===== src/rtl/rename_regfile_ckpt_if.sv =====
// rename_regfile_ckpt_if: dispatch, commit and checkpoint signals between the pipeline and the rename register file.
interface rename_regfile_ckpt_if #(
   parameter int XLEN          = 32,
   parameter int REG_CNT_WIDTH = 5,
   parameter int ROB_ID_WIDTH  = 3,
   parameter int CKPT_ID_WIDTH = 2
);
   logic                     rdy;
   logic                     flush;
   logic                     stall;
   logic                     dec_valid;
   logic                     dec_writes_rd;
   logic [REG_CNT_WIDTH-1:0] dec_rd;
   logic [REG_CNT_WIDTH-1:0] dec_rs1;
   logic [REG_CNT_WIDTH-1:0] dec_rs2;
   logic [ROB_ID_WIDTH-1:0]  dec_rob_id;
   logic                     dec_ckpt_req;
   logic                     ckpt_avail;
   logic [CKPT_ID_WIDTH-1:0] ckpt_id;
   logic                     cm_valid;
   logic [REG_CNT_WIDTH-1:0] cm_rd;
   logic [XLEN-1:0]          cm_val;
   logic [ROB_ID_WIDTH-1:0]  cm_rob_id;
   logic                     rel_valid;
   logic                     rec_valid;
   logic [CKPT_ID_WIDTH-1:0] rec_ckpt_id;
   logic [XLEN-1:0]          rs1_val;
   logic [ROB_ID_WIDTH:0]    rs1_dep;
   logic [XLEN-1:0]          rs2_val;
   logic [ROB_ID_WIDTH:0]    rs2_dep;
   modport master (
      output rdy, flush, stall, dec_valid, dec_writes_rd, dec_rd, dec_rs1, dec_rs2, dec_rob_id,
             dec_ckpt_req, cm_valid, cm_rd, cm_val, cm_rob_id, rel_valid, rec_valid, rec_ckpt_id,
      input  ckpt_avail, ckpt_id, rs1_val, rs1_dep, rs2_val, rs2_dep
   );
   modport slave (
      input  rdy, flush, stall, dec_valid, dec_writes_rd, dec_rd, dec_rs1, dec_rs2, dec_rob_id,
             dec_ckpt_req, cm_valid, cm_rd, cm_val, cm_rob_id, rel_valid, rec_valid, rec_ckpt_id,
      output ckpt_avail, ckpt_id, rs1_val, rs1_dep, rs2_val, rs2_dep
   );
endinterface


===== src/rtl/rename_regfile_ckpt.sv =====
// rename_regfile_ckpt: arch register file + rename table with a ring of branch checkpoints.
// Define RF_BYPASS_EN to forward a same-cycle commit onto the operand reads.
module rename_regfile_ckpt #(
   parameter int XLEN          = 32,
   parameter int REG_CNT_WIDTH = 5,
   parameter int ROB_ID_WIDTH  = 3,
   parameter int CKPT_ID_WIDTH = 2
) (
   input logic clk,
   input logic rst,
   rename_regfile_ckpt_if.slave bus
);
   localparam int REG_CNT  = 2**REG_CNT_WIDTH;
   localparam int NUM_CKPT = 2**CKPT_ID_WIDTH;
   localparam int DEP_W    = ROB_ID_WIDTH + 1;
`ifdef RF_BYPASS_EN
   localparam bit BYP = 1'b1;
`else
   localparam bit BYP = 1'b0;
`endif
   typedef logic [DEP_W-1:0] dep_t;
   typedef logic [REG_CNT_WIDTH-1:0] reg_t;
   typedef logic [CKPT_ID_WIDTH-1:0] cid_t;
   localparam dep_t NONE = '1;
   logic [XLEN-1:0] val_q [REG_CNT];
   dep_t dep_q [REG_CNT];
   dep_t dep_clr [REG_CNT];
   dep_t dep_ren [REG_CNT];
   dep_t dep_n [REG_CNT];
   dep_t ckpt_q [NUM_CKPT][REG_CNT];
   dep_t ckpt_clr [NUM_CKPT][REG_CNT];
   dep_t ckpt_n [NUM_CKPT][REG_CNT];
   logic [NUM_CKPT-1:0] valid_q, valid_n;
   cid_t head_q, head_n, tail_q, tail_n;
   logic cm_en, ren_en, alloc;
   dep_t cm_tag;
   assign cm_en  = bus.cm_valid && bus.cm_rd != '0;
   assign cm_tag = {1'b0, bus.cm_rob_id};
   assign ren_en = bus.dec_valid && !bus.stall && bus.dec_writes_rd && bus.dec_rd != '0;
   assign alloc  = bus.dec_valid && !bus.stall && bus.dec_ckpt_req && bus.ckpt_avail;
   assign bus.ckpt_avail = !valid_q[tail_q];
   assign bus.ckpt_id    = tail_q;
   // a commit only clears a dependency that still names the committing tag
   always_comb begin
      for (int r = 0; r < REG_CNT; r++) begin
         dep_clr[r] = (cm_en && bus.cm_rd == reg_t'(r) && dep_q[r] == cm_tag) ? NONE : dep_q[r];
         for (int c = 0; c < NUM_CKPT; c++)
            ckpt_clr[c][r] = (cm_en && bus.cm_rd == reg_t'(r) && ckpt_q[c][r] == cm_tag) ? NONE : ckpt_q[c][r];
      end
      dep_ren = dep_clr;
      if (ren_en) dep_ren[bus.dec_rd] = {1'b0, bus.dec_rob_id};
   end
   always_comb begin
      bus.rs1_val = bus.dec_rs1 == '0 ? '0 : (BYP && cm_en && bus.cm_rd == bus.dec_rs1) ? bus.cm_val : val_q[bus.dec_rs1];
      bus.rs2_val = bus.dec_rs2 == '0 ? '0 : (BYP && cm_en && bus.cm_rd == bus.dec_rs2) ? bus.cm_val : val_q[bus.dec_rs2];
      bus.rs1_dep = bus.dec_rs1 == '0 ? NONE : BYP ? dep_clr[bus.dec_rs1] : dep_q[bus.dec_rs1];
      bus.rs2_dep = bus.dec_rs2 == '0 ? NONE : BYP ? dep_clr[bus.dec_rs2] : dep_q[bus.dec_rs2];
   end
   always_comb begin
      dep_n   = dep_ren;
      ckpt_n  = ckpt_clr;
      valid_n = valid_q;
      head_n  = head_q;
      tail_n  = tail_q;
      if (bus.flush) begin
         for (int r = 0; r < REG_CNT; r++) dep_n[r] = NONE;
         valid_n = '0;
         head_n  = '0;
         tail_n  = '0;
      end else if (bus.rec_valid) begin
         dep_n = ckpt_clr[bus.rec_ckpt_id];
         // slots younger than the restored one, measured from head
         for (int c = 0; c < NUM_CKPT; c++)
            if (cid_t'(cid_t'(c) - head_q) > cid_t'(bus.rec_ckpt_id - head_q)) valid_n[c] = 1'b0;
         tail_n = bus.rec_ckpt_id + 1'b1;
         if (bus.rel_valid) begin
            valid_n[head_q] = 1'b0;
            head_n = head_q + 1'b1;
         end
      end else begin
         if (alloc) begin
            ckpt_n[tail_q]  = dep_ren;
            valid_n[tail_q] = 1'b1;
            tail_n = tail_q + 1'b1;
         end
         if (bus.rel_valid) begin
            valid_n[head_q] = 1'b0;
            head_n = head_q + 1'b1;
         end
      end
   end
   always_ff @(posedge clk) begin
      if (rst) begin
         for (int r = 0; r < REG_CNT; r++) begin
            val_q[r] <= '0;
            dep_q[r] <= NONE;
            for (int c = 0; c < NUM_CKPT; c++) ckpt_q[c][r] <= NONE;
         end
         valid_q <= '0;
         head_q  <= '0;
         tail_q  <= '0;
      end else if (bus.rdy) begin
         if (cm_en) val_q[bus.cm_rd] <= bus.cm_val;
         dep_q   <= dep_n;
         ckpt_q  <= ckpt_n;
         valid_q <= valid_n;
         head_q  <= head_n;
         tail_q  <= tail_n;
      end
   end
endmodule


===== src/flat_wrapper.sv =====
// flat-port wrapper written by rule: the top's interface ports become plain ports
module rename_regfile_ckpt_flat 
#(
   parameter int XLEN          = 32,
   parameter int REG_CNT_WIDTH = 5,
   parameter int ROB_ID_WIDTH  = 3,
   parameter int CKPT_ID_WIDTH = 2
)
  (clk, rst, bus_rdy, bus_flush, bus_stall, bus_dec_valid, bus_dec_writes_rd, bus_dec_rd, bus_dec_rs1, bus_dec_rs2, bus_dec_rob_id, bus_dec_ckpt_req, bus_cm_valid, bus_cm_rd, bus_cm_val, bus_cm_rob_id, bus_rel_valid, bus_rec_valid, bus_rec_ckpt_id, bus_ckpt_avail, bus_ckpt_id, bus_rs1_val, bus_rs1_dep, bus_rs2_val, bus_rs2_dep);
  rename_regfile_ckpt_if #(.XLEN(XLEN), .REG_CNT_WIDTH(REG_CNT_WIDTH), .ROB_ID_WIDTH(ROB_ID_WIDTH), .CKPT_ID_WIDTH(CKPT_ID_WIDTH)) bus_i ();
  input logic clk;
  input logic rst;
  input wire logic [$bits(bus_i.rdy)-1:0] bus_rdy;
  input wire logic [$bits(bus_i.flush)-1:0] bus_flush;
  input wire logic [$bits(bus_i.stall)-1:0] bus_stall;
  input wire logic [$bits(bus_i.dec_valid)-1:0] bus_dec_valid;
  input wire logic [$bits(bus_i.dec_writes_rd)-1:0] bus_dec_writes_rd;
  input wire logic [$bits(bus_i.dec_rd)-1:0] bus_dec_rd;
  input wire logic [$bits(bus_i.dec_rs1)-1:0] bus_dec_rs1;
  input wire logic [$bits(bus_i.dec_rs2)-1:0] bus_dec_rs2;
  input wire logic [$bits(bus_i.dec_rob_id)-1:0] bus_dec_rob_id;
  input wire logic [$bits(bus_i.dec_ckpt_req)-1:0] bus_dec_ckpt_req;
  input wire logic [$bits(bus_i.cm_valid)-1:0] bus_cm_valid;
  input wire logic [$bits(bus_i.cm_rd)-1:0] bus_cm_rd;
  input wire logic [$bits(bus_i.cm_val)-1:0] bus_cm_val;
  input wire logic [$bits(bus_i.cm_rob_id)-1:0] bus_cm_rob_id;
  input wire logic [$bits(bus_i.rel_valid)-1:0] bus_rel_valid;
  input wire logic [$bits(bus_i.rec_valid)-1:0] bus_rec_valid;
  input wire logic [$bits(bus_i.rec_ckpt_id)-1:0] bus_rec_ckpt_id;
  output wire logic [$bits(bus_i.ckpt_avail)-1:0] bus_ckpt_avail;
  output wire logic [$bits(bus_i.ckpt_id)-1:0] bus_ckpt_id;
  output wire logic [$bits(bus_i.rs1_val)-1:0] bus_rs1_val;
  output wire logic [$bits(bus_i.rs1_dep)-1:0] bus_rs1_dep;
  output wire logic [$bits(bus_i.rs2_val)-1:0] bus_rs2_val;
  output wire logic [$bits(bus_i.rs2_dep)-1:0] bus_rs2_dep;
  assign bus_i.rdy = bus_rdy;
  assign bus_i.flush = bus_flush;
  assign bus_i.stall = bus_stall;
  assign bus_i.dec_valid = bus_dec_valid;
  assign bus_i.dec_writes_rd = bus_dec_writes_rd;
  assign bus_i.dec_rd = bus_dec_rd;
  assign bus_i.dec_rs1 = bus_dec_rs1;
  assign bus_i.dec_rs2 = bus_dec_rs2;
  assign bus_i.dec_rob_id = bus_dec_rob_id;
  assign bus_i.dec_ckpt_req = bus_dec_ckpt_req;
  assign bus_i.cm_valid = bus_cm_valid;
  assign bus_i.cm_rd = bus_cm_rd;
  assign bus_i.cm_val = bus_cm_val;
  assign bus_i.cm_rob_id = bus_cm_rob_id;
  assign bus_i.rel_valid = bus_rel_valid;
  assign bus_i.rec_valid = bus_rec_valid;
  assign bus_i.rec_ckpt_id = bus_rec_ckpt_id;
  assign bus_ckpt_avail = bus_i.ckpt_avail;
  assign bus_ckpt_id = bus_i.ckpt_id;
  assign bus_rs1_val = bus_i.rs1_val;
  assign bus_rs1_dep = bus_i.rs1_dep;
  assign bus_rs2_val = bus_i.rs2_val;
  assign bus_rs2_dep = bus_i.rs2_dep;
  rename_regfile_ckpt #(.XLEN(XLEN), .REG_CNT_WIDTH(REG_CNT_WIDTH), .ROB_ID_WIDTH(ROB_ID_WIDTH), .CKPT_ID_WIDTH(CKPT_ID_WIDTH)) u_core (.clk(clk), .rst(rst), .bus(bus_i));
endmodule

===== config.mk =====
export PLATFORM = sky130hd
export DESIGN_NAME = rename_regfile_ckpt_flat
export DESIGN_NICKNAME = d
export VERILOG_FILES = /design/src/rtl/rename_regfile_ckpt_if.sv /design/src/rtl/rename_regfile_ckpt.sv /design/src/flat_wrapper.sv
export SDC_FILE = /design/constraint.sdc
export NUM_CORES = 2
export LEC_CHECK = 0
export ABC_AREA = 1
export BUFFER_PORTS_ARGS = -buffer_cell sky130_fd_sc_hd__buf_2
export CAP_MARGIN = 20
export CORE_ASPECT_RATIO = 2
export CORE_MARGIN = 2
export CORE_UTILIZATION = 32
export CTS_CLUSTER_DIAMETER = 120
export DETAILED_ROUTE_END_ITERATION = 7
export MAX_ROUTING_LAYER = met4
export PLACE_DENSITY = 0.46
export SKIP_CTS_REPAIR_TIMING = 1
export SLEW_MARGIN = 20
export SYNTH_ARGS = -nofsm -noshare
export SYNTH_HDL_FRONTEND = slang
export SYNTH_SLANG_ARGS = --single-unit
export TNS_END_PERCENT = 50

===== constraint.sdc =====
create_clock -name clk -period 7.1 [get_ports clk]
set_input_delay 0.71 -clock clk [delete_from_list [all_inputs] [get_ports clk]]
set_output_delay 0.71 -clock clk [all_outputs]
set_load 0.02 [all_outputs]

==> impl_metrics.env <==
export IMPL_ys_top_cells_by_count="2537 x nand2_1, 2197 x nor2_1, 1605 x nand3_1"
export IMPL_max_freq_mhz=205.3
export IMPL_numCtsBuffers=178
export IMPL_vias_per_cell=5.850
export IMPL_syn_area_um2=100200
export IMPL_min_path_type="input port to flop"
export IMPL_crit_chain="buf_8 -> inv_8 -> buf_4 -> o21ai_0 -> o221ai_1 -> nand3_1 -> nand3_1 -> nand2_1 -> a21oi_1 -> buf_2"
export IMPL_finalInstanceArea_um2=109900
export IMPL_ys_flop_type="edfxtp_1"
export IMPL_p_sw_mw=7.944
export IMPL_tightest_slew_ns=1.243
export IMPL_ios=146
export IMPL_worst_setup_path_end_kind="output pin"
export IMPL_syn_area_per_cell_um2=7.168
export IMPL_dr_pass1_iters=8
export IMPL_synth_most_common_cell="nand2_1"
export IMPL_grt_pass1_vias=100843
export IMPL_p_sw_frac=0.3185
export IMPL_grt_max_degree=196
export IMPL_die_width_um=399.6
export IMPL_cp_start_kind="input port"
export IMPL_synth_simple_gate_area_frac=0.2746
export IMPL_internal_power_mw=17.00
export IMPL_ys_types=48
export IMPL_seqPwrFrac=0.453
export IMPL_yosysSeqAreaShare=0.4365
export IMPL_start_util=0.3213
export IMPL_rr_worst_depth=15
export IMPL_cap_violations=0
export IMPL_crit_type="input port to output pin"
export IMPL_cts_sinks=1672
export IMPL_synthArstFlopShare=0
export IMPL_period_minus_slack_ns=4.871
export IMPL_dp_cells=17296
export IMPL_cts_clk_slew_worst_paths_ns=0.07
export IMPL_reg2reg_to="u_core.ckpt_q[59]"
export IMPL_place_congestion=0.9579
export IMPL_synth_compound_area_frac=0.1908
export IMPL_drv_slew=0
export IMPL_powerDensity_nw_per_um2=226.9
export IMPL_place_area_um2=104400
export IMPL_finalWirelength_mm=515.3
export IMPL_hold_slack_ns=0.1605
export IMPL_utilization=0.3527
export IMPL_insertion_delay_ns=0.90
export IMPL_ys_warn_count=0
export IMPL_synth_edf_count=1024
export IMPL_synth_top_cell_by_area="edfxtp_1"
export IMPL_final_nets=13474
export IMPL_synth_top_family_by_area="simple AND/OR/NAND/NOR gates"
export IMPL_portBuffers=145
export IMPL_synth_xor_area_frac=0.01714
export IMPL_critPathRequiredTime_ns=6.39
export IMPL_synth_mux_area_fraction=0.003498
export IMPL_cts_root_buf="clkbuf_16"
export IMPL_stdcell_count=17624
export IMPL_synth_area_leaders="edfxtp_1 31%, dfxtp_1 13%, nand2_1 9.5%, nor2_1 8.2%, nand3_1 8.0%"
export IMPL_status="finished with violations"
export IMPL_dp_final_hpwl_mm=335.6
export IMPL_whs_endpoint="u_core.head_q[0]"
export IMPL_ys_ff_latch=1672
export IMPL_min_path_cells=3
export IMPL_relSlewSlack=0.1683
export IMPL_power_leakage_nw=44.19
export IMPL_ir_drop_v=0.0001668
export IMPL_h_tree_depth=4
export IMPL_grt_use_total=0.3223
export IMPL_arrival_ns=4.16
export IMPL_fin_crit_sh=0.6861
export IMPL_synthAdderAreaFrac=0.001374
export IMPL_grt_pass1_wl_mm=726.1
export IMPL_grt_ovfl_total=0
export IMPL_power_frac_clock=0.381
export IMPL_hold_viol=0
export IMPL_critPathMaxStageDelay_ns=0.93
export IMPL_clock_path_buffers=4
export IMPL_postRouteAntennaNets=0
export IMPL_coreArea_um2=311700
export IMPL_setup_tns_ns=0
export IMPL_crit_path_top_delay_cell="a21oi_1"
export IMPL_drc=1
export IMPL_crit_fanout=105
export IMPL_total_power_mw=24.94
export IMPL_cts_tree="yes"
export IMPL_die_h_um=795.2
export IMPL_r2r_setup_slack_ns=3.05
export IMPL_synth_top_cell_area_share=0.3070
export IMPL_finalSetupViolCount=0
export IMPL_worstHoldStart="bus_rel_valid"
export IMPL_vias=103098
export IMPL_wl_per_cell_um=29.24
export IMPL_drt_iter0_markers=9945
export IMPL_area_growth_syn_to_layout_pct=9.747
export IMPL_floorplan_die_area_um2=317800
export IMPL_post_place_ws_ns=2.266
export IMPL_violations="design-rule violations"
export IMPL_worst_path_most_repeated_cell="nand3_1"
export IMPL_setup_ws_ns=2.229
export IMPL_syn_inst=13973
export IMPL_r2r_start="u_core.bus.ckpt_id[0]"
export IMPL_drive_gt1_frac=0.06091
export IMPL_antenna_found_initial=27
export IMPL_rows=290
export IMPL_comb_power_share=0.166
export IMPL_fin_skew_ns=0.05671
export IMPL_grt_setup_unrepaired="false"
state kept, by name, summed over array words and instances, names as in the netlist:
register	cells
u_core.val_q	1024
u_core.ckpt_q	512
u_core.dep_q	128
u_core.valid_q	4
u_core.bus.ckpt_id	2
u_core.head_q	2
routing by layer:
layer,GRT usage,part of all wire
met1,0.3151,0.33
met2,0.5612,0.51
met3,0.04419,0.060
met4,0.2681,0.099
met5,-,0
cell type report:
cell class,count,area [um2]
diodes,24,60.06
clock buffers,231,4877
clock inverters,69,534.3
fillers,33432,201800
inverters,792,3053
multi-input cells,10346,49250
flip-flops and latches,1672,43720
well taps,4088,5115
repair buffers,402,3308
worst max path at each step:
stage	from	to	cells past startpoint
2_1_floorplan	bus_cm_rd[3]	u_core.val_q[24][0]	9
3_3_place_gp	bus_dec_rs1[1]	bus_rs1_val[17]	8
3_5_place_dp	bus_cm_rd[1]	u_core.val_q[13][25]	8
4_1_cts	bus_dec_rs2[0]	bus_rs2_val[30]	11
5_1_grt	bus_dec_rs2[0]	bus_rs2_val[0]	11
6_report	bus_dec_rs2[0]	bus_rs2_val[27]	10
worst max-delay path, delay by kind of cell:
family	cells	cell delay (ns)
and+or+nand+nor	3	0.36
buffers and inverters	4	1.45
AOI/OAI and AO/OA	3	1.26
placed cells by master (no fill, tap or decap), types with 221 or more instances in the layout:
master and n:
inv_1 731, a21oi_1 1248, buf_4 221, edfxtp_1 1024
o221ai_1 264, o21ai_0 1460, nor2_1 2182, nand3_1 1600
dfxtp_1 648, nand2_1 2479
power groups by stage:
stage / Clock, mW / Sequential [mW] / Combinational [mW]
2_1_floorplan: 0 / 11.3 / 2.49
3_3_place_gp: 0 / 11.5 / 4.04
3_5_place_dp: 0 / 11.5 / 4.05
4_1_cts: 9.61 / 11.3 / 4.06
5_1_grt: 9.89 / 11.3 / 4.43
6_report: 9.50 / 11.3 / 4.15
cells by family after synthesis:
kind of cell,Yosys count
xor+xnor,196
compound gates,3464
mux,35
simple gates,6608
flops,1672
fa+ha+maj,11
other cells,1
buf+inv,1986
Note: power is estimated with default switching activity, not from simulation.
